[config.mk]
export PLATFORM = sky130hd
export DESIGN_NAME = serial_add_sub
export DESIGN_NICKNAME = d
export VERILOG_FILES = /design/src/rtl/serial_add_sub.sv
export SDC_FILE = /design/constraint.sdc
export NUM_CORES = 1
export LEC_CHECK = 0
export CAP_MARGIN = 20
export CORE_MARGIN = 4
export CORE_UTILIZATION = 46
export DETAILED_ROUTE_END_ITERATION = 8
export PLACE_DENSITY = 0.8
export SLEW_MARGIN = 20
export SYNTH_ARGS = -nofsm -noshare
export SYNTH_HDL_FRONTEND = slang
export SYNTH_SLANG_ARGS = --single-unit
[constraint.sdc]
create_clock -name clk -period 1.54 [get_ports clk]
set_clock_uncertainty 0.2 [all_clocks]
set_input_delay 0.308 -clock clk [delete_from_list [all_inputs] [get_ports clk]]
set_output_delay 0.308 -clock clk [all_outputs]
set_load 0.01 [all_outputs]
[src/rtl/serial_add_sub.sv]
// Bit-serial adder/subtractor: one full-adder/full-subtractor cell plus a carry/borrow
// flop, consuming one operand bit per clock LSB first under a start/done handshake.
module serial_add_sub #(
  parameter int WIDTH = 8
) (
  input  logic             clk,
  input  logic             rst_n,
  input  logic             start,
  input  logic             mode,
  input  logic [WIDTH-1:0] a,
  input  logic [WIDTH-1:0] b,
  output logic             busy,
  output logic             done,
  output logic [WIDTH-1:0] result,
  output logic             c_out,
  output logic             overflow
);

  localparam int CW = (WIDTH > 2) ? $clog2(WIDTH) : 1;
  localparam logic [CW-1:0] LAST = CW'(WIDTH - 1);

  typedef enum logic [1:0] {
    IDLE = 2'd0,
    RUN  = 2'd1,
    DONE = 2'd2
  } state_t;

  state_t           state;
  state_t           state_next;
  logic [WIDTH-1:0] sa;
  logic [WIDTH-1:0] sb;
  logic [WIDTH-1:0] sr;
  logic [CW-1:0]    cnt;
  logic             cb;
  logic             mode_q;

  logic             sum_bit;
  logic             cb_next;
  logic             last_bit;
  logic [WIDTH-1:0] shifted;

  // Shared bit cell: sum and difference bits are identical, only the carry/borrow differs.
  always_comb begin
    sum_bit  = sa[0] ^ sb[0] ^ cb;
    cb_next  = 1'b0;
    if (mode_q) begin
      cb_next = (~sa[0] & sb[0]) | (~(sa[0] ^ sb[0]) & cb);
    end else begin
      cb_next = (sa[0] & sb[0]) | ((sa[0] ^ sb[0]) & cb);
    end
    shifted  = {sum_bit, sr[WIDTH-1:1]};
    last_bit = (cnt == LAST);
  end

  always_ff @(posedge clk or negedge rst_n) begin
    if (!rst_n) begin
      state <= IDLE;
    end else begin
      state <= state_next;
    end
  end

  always_comb begin
    state_next = state;
    case (state)
      IDLE:    if (start) state_next = RUN;
      RUN:     if (last_bit) state_next = DONE;
      DONE:    state_next = IDLE;
      default: state_next = IDLE;
    endcase
  end

  // Result outputs are written only on the MSB edge so they hold across later operations.
  always_ff @(posedge clk or negedge rst_n) begin
    if (!rst_n) begin
      sa       <= '0;
      sb       <= '0;
      sr       <= '0;
      cnt      <= '0;
      cb       <= 1'b0;
      mode_q   <= 1'b0;
      result   <= '0;
      c_out    <= 1'b0;
      overflow <= 1'b0;
    end else begin
      case (state)
        IDLE: begin
          if (start) begin
            sa     <= a;
            sb     <= b;
            mode_q <= mode;
            cb     <= 1'b0;
            cnt    <= '0;
          end
        end
        RUN: begin
          sa  <= sa >> 1;
          sb  <= sb >> 1;
          sr  <= shifted;
          cb  <= cb_next;
          cnt <= cnt + CW'(1);
          if (last_bit) begin
            result   <= shifted;
            c_out    <= cb_next;
            overflow <= cb ^ cb_next;
          end
        end
        default: begin
        end
      endcase
    end
  end

  assign busy = (state == RUN);
  assign done = (state == DONE);

endmodule

== Word level (Yosys, flattened, before mapping) ==
Index checks and enable logic that the tools add are counted.
Word-level totals
  bits in registers: 41
  input port bits: 20
  output and inout bits: 12
Operators by class
  add/subtract/negate cells: 1
  eq/ne operators: 5
  mux-type cells: 12
  bitwise gates (word level): 11
  reductions and logical operators: 6
Operator list (number)
  $pmux 8 s2: 2
  $mux 8: 2
  $reduce_and 2->1: 4
  $pmux 3 s2: 1
  $and 1x1->1: 4
  $mux 2: 2
  $pmux 2 s2: 1
  $add 3x1->3 const B: 1
  $eq 3x3->1 const B: 1
  $mux 3: 1
  $xor 1x1->1: 3
  $eq 2x1->1 const B: 1
  $eq 2x2->1 const B: 1
  $logic_not 2->1: 1
  $mux 1: 2
  $ne 2x1->1 const B: 1
  $ne 2x2->1 const B: 1
  $not 1->1: 2
  $or 1x1->1: 2
  $pmux 1 s2: 1
  $reduce_bool 2->1: 1

== Longest topological paths before layout ==
  depth in word-level cells: 6
  gate-level depth with buffers: 6
  gate-level depth less buffers: 5

== Least setup slack after synthesis ==
Ideal clock, no wire load.
  kind: register to register
  start: register cnt[0]
  end: register result[4]
  library setup time: 125 ps
  arrival time: 1364 ps
  setup slack: -148 ps
  cell stages (with the launch flop): 6
  buffers on the path: 1
  clock period less this slack: 1688 ps
  cells stage by stage: dfrtp_1 -> ha_1 -> ha_1 -> nand3b_2 -> buf_4 -> mux2_2
On the way
  word-level cells in the longest chain between the ends: 2
RTL lines
  from (decl): line 33  | logic [CW-1:0] cnt;
  from (signal assigned): line 101  | cnt <= cnt + CW'(1);
  $eq 3x3->1: line 52  | last_bit = (cnt == LAST);
  $reduce_and 2->1 (no line)
  to (signal assigned): line 103  | result <= shifted;
  to (decl): line 14  | output logic [WIDTH-1:0] result,
No other way between the ends.
A chain may end at the register's enable or synchronous reset.

== Worst setup path after layout ==
  start: register sa[0]
  end: register overflow
On the way
  word-level cells in the longest chain between the ends: 6
  elaborated cells on any way between the ends: 11
  classes of those cells: mux: 1; bitwise: 10
RTL lines
  from (decl): line 30  | logic [WIDTH-1:0] sa;
  from (signal assigned): line 97  | sa <= sa >> 1;
  $xor 1x1->1: line 47, 49
  $not 1->1: line 47  | cb_next = (~sa[0] & sb[0]) | (~(sa[0] ^ sb[0]) & cb);
  $and 1x1->1: line 47
  $or 1x1->1: line 47
  $mux 1 *: line 46  | if (mode_q) begin
  $xor 1x1->1 *: line 105  | overflow <= cb ^ cb_next;
  to (signal assigned): line 105
  to (decl): line 16  | output logic overflow
Every way passes the cells marked *; elsewhere a longest branch is shown, timed or not.

==> run metrics <==
Via density 5.09; kind of cell adding the most delay to the critical path compound AO/OA/AOI/OAI gates; CTS Sinks 40; failing checks negative setup slack; post-synthesis sequential area ratio 0.572; initial antenna violation count 0; first-pass GRT wire length 6490 µm; Die Y 69.7 µm; post-synth top area cell dfrtp_1; Routed wire per std cell roughly 14 µm; Final HPWL DP 2450 µm; DR DRC count 0; maxcap violations 0; Final min period between 1.5 and 2 ns; largest net degree at the start of global routing 41; hold slack final approximately 0.28 ns; CP arrival between 1.5 and 2 ns; CP Buf/Inv Count 1; Antenna Nets Post-Route 0; clk_lat worst skew 0.30 ns; unrepaired setup endpoints after global routing true; syn_area_per_cell 10.9 µm²; #FFs+latches synth 40; Syn Nets 184; Initial DRC Count 59; Tcrit/Tclk final 1.09; crit end category flip-flop; CTS tree built; Synth top area share 0.572; GRT overflow 0; Worst VDD drop 0.00104 V; Routed WL 3670 µm; core area around 3700 µm²; CTS Root Cell clkbuf_8; Pwr Total approximately 4500 µW; CP peak stage delay 0.37 ns; CTS Buffer Depth 2; TritonCTS buffer count 5; DIE WIDTH about 70 µm; status complete, but fails checks; vias in the first global route 1434; die footprint 4860 µm²; Layout area overhead 36.7%; Critical Path Start Type flip-flop; worst-path maximum fanout 3; Min-Delay Path Class flip-flop to flip-flop; leak pwr 0.00120 µW; initial core utilization 0.478; H-tree Lvls 2; CP max stage cell dfrtp_1; GP Congestion 0.837; n_diodes 0; IO Port Bufs 31; synthesized area around 1800 µm²; std cell rows 22; Final WS setup -0.136 ns; Yosys warning count 0; max_slew headroom 0.796; Via Count 1299; io pins 32; CP Cell Sequence inv_2 -> fa_2 -> and2_4 -> o21a_1 -> o31ai_2; final count of hold timing violations 0; total iterations of the first detailed-routing run 4; Pwr Density 1870 nW/µm²; layout cells sized above 1 0.217; Setup CP Type flip-flop to flip-flop; Final Max Slew Viols 0; CTS clk-pin slew, worst paths 0.07 ns; Cell variety after synth 26; Setup TNS -0.136 ns; CP Data Required Time 1.54 ns; Nets 230; Mapped Cells 160; upper clock frequency limit 0.596 GHz; Synth area leaders dfrtp_1 (57%), mux2i_1 (8.6%), nand2_1 (8.6%); Total GRT Usage 0.170; worst slew pin tran slightly above 0.3 ns; final setup fails 1
report_power, final:
| group | internal [µW] | total [µW] | switching, µW | leakage, µW |
|---|---|---|---|---|
| registers | 1510 | 1810 | 301 | 0.000505 |
| logic | 1020 | 1950 | 929 | 0.000647 |
| clock network | 365 | 712 | 347 | 0.0000455 |
| total | 2890 | 4470 | 1580 | 0.00120 |
through the flow:
stage               utilization  worst slack [ns]  std cells  cell area (µm²)
global route              0.654            -0.189        255             2390
floorplan                     -           -0.0184        160             1790
CTS                       0.642            -0.162        255             2350
detailed placement        0.606            -0.231        243             2220
global placement          0.606            -0.180        243             2220
finish                    0.654            -0.136        255             2390
synthesized netlist by cell type (all sizes together):
| library cell | instances |
|---|---|
| nor2b | 5 |
| nor3 | 1 |
| o31ai | 1 |
| mux2 | 8 |
| and2 | 1 |
| nand2b | 1 |
| ha | 2 |
| dfrtp | 40 |
| a21oi | 2 |
| clkbuf | 2 |
| o21ai | 21 |
| o21a | 1 |
| nor2 | 3 |
| o21bai | 1 |
| fa | 2 |
| inv | 6 |
| nand3b | 1 |
| nand2 | 40 |
| a22o | 2 |
| mux2i | 15 |
| buf | 5 |
flip-flops by register name, indices dropped and copies added, names as in the netlist:
| register | count |
|---|---|
| cnt | 3 |
| mode_q | 1 |
| result | 8 |
| cb | 1 |
| c_out | 1 |
| overflow | 1 |
| sr | 7 |
| sb | 8 |
| sa | 8 |
| state | 2 |
path summary, 6_finish.rpt:
kind                        from         to  slack (ns)  cells past startpoint
min in group asynchronous  rst_n  result[5]        0.30                      3
max in group asynchronous  rst_n      sr[2]        0.63                      3
setup reg to reg           sa[0]   overflow       -0.14                      5
setup / recovery           sa[0]   overflow       -0.14                      5
hold reg to reg            sr[1]      sr[1]        0.28                      2
hold / removal             sr[1]      sr[1]        0.28                      2
placed cells by master, fill, tap and decap left out, types with 2 or more instances in the layout:
master | Yosys | routed
a21oi_1 | 2 | 2
a22o_1 | 2 | 2
buf_12 | 0 | 3
buf_2 | 2 | 2
buf_4 | 2 | 10
clkbuf_1 | 1 | 2
clkbuf_8 | 0 | 6
clkdlybuf4s50_1 | 0 | 18
dfrtp_1 | 40 | 40
dlygate4sd2_1 | 0 | 10
fa_2 | 0 | 2
inv_1 | 5 | 4
mux2_4 | 0 | 7
mux2i_1 | 15 | 15
nand2_1 | 40 | 40
nand3b_4 | 0 | 2
nor2_1 | 3 | 2
nor2b_1 | 5 | 3
nor2b_2 | 0 | 2
o21ai_0 | 10 | 8
o21ai_1 | 11 | 13
cell type report:
cell class                 instances  area (µm²)
fill                             276        1270
sequential                        40        1000
multi-input combinational        108         783
timing repair buffer              45         434
clock buffer                       8        90.1
tap                               48        60.1
inverter                           6        25.0
cell families after synthesis:
kind of cell             synth area share
adder cells (fa/ha/maj)            0.0372
AND/OR/NAND/NOR                     0.127
buffers and inverters              0.0386
multiplexers                        0.137
AO/OA/AOI/OAI                      0.0886
flip-flops                          0.572
routing by layer:
metal	track usage	routed length (µm)
met5	0	0
met2	0.281	1910
met1	0.202	1530
met4	0.0766	92
met3	0.0536	140
worst register-to-register path, cell delays in order (launching register included):
cell,delay [ns]
dfrtp_1,0.37
inv_2,0.07
fa_2,0.36
and2_4,0.15
o21a_1,0.20
o31ai_2,0.24
what timing repair did:
action / 4_1_cts / 5_1_grt
gates cloned: 1 / 0
pin swaps: 3 / 1
setup endpoints to repair: 35 / 27
gates resized for setup: 23 / 14
hold buffers: 1 / 0
hold endpoints to repair: 40 / 0
setup buffers: 2 / 0
No activity file was read; power rests on OpenSTA's default activity.
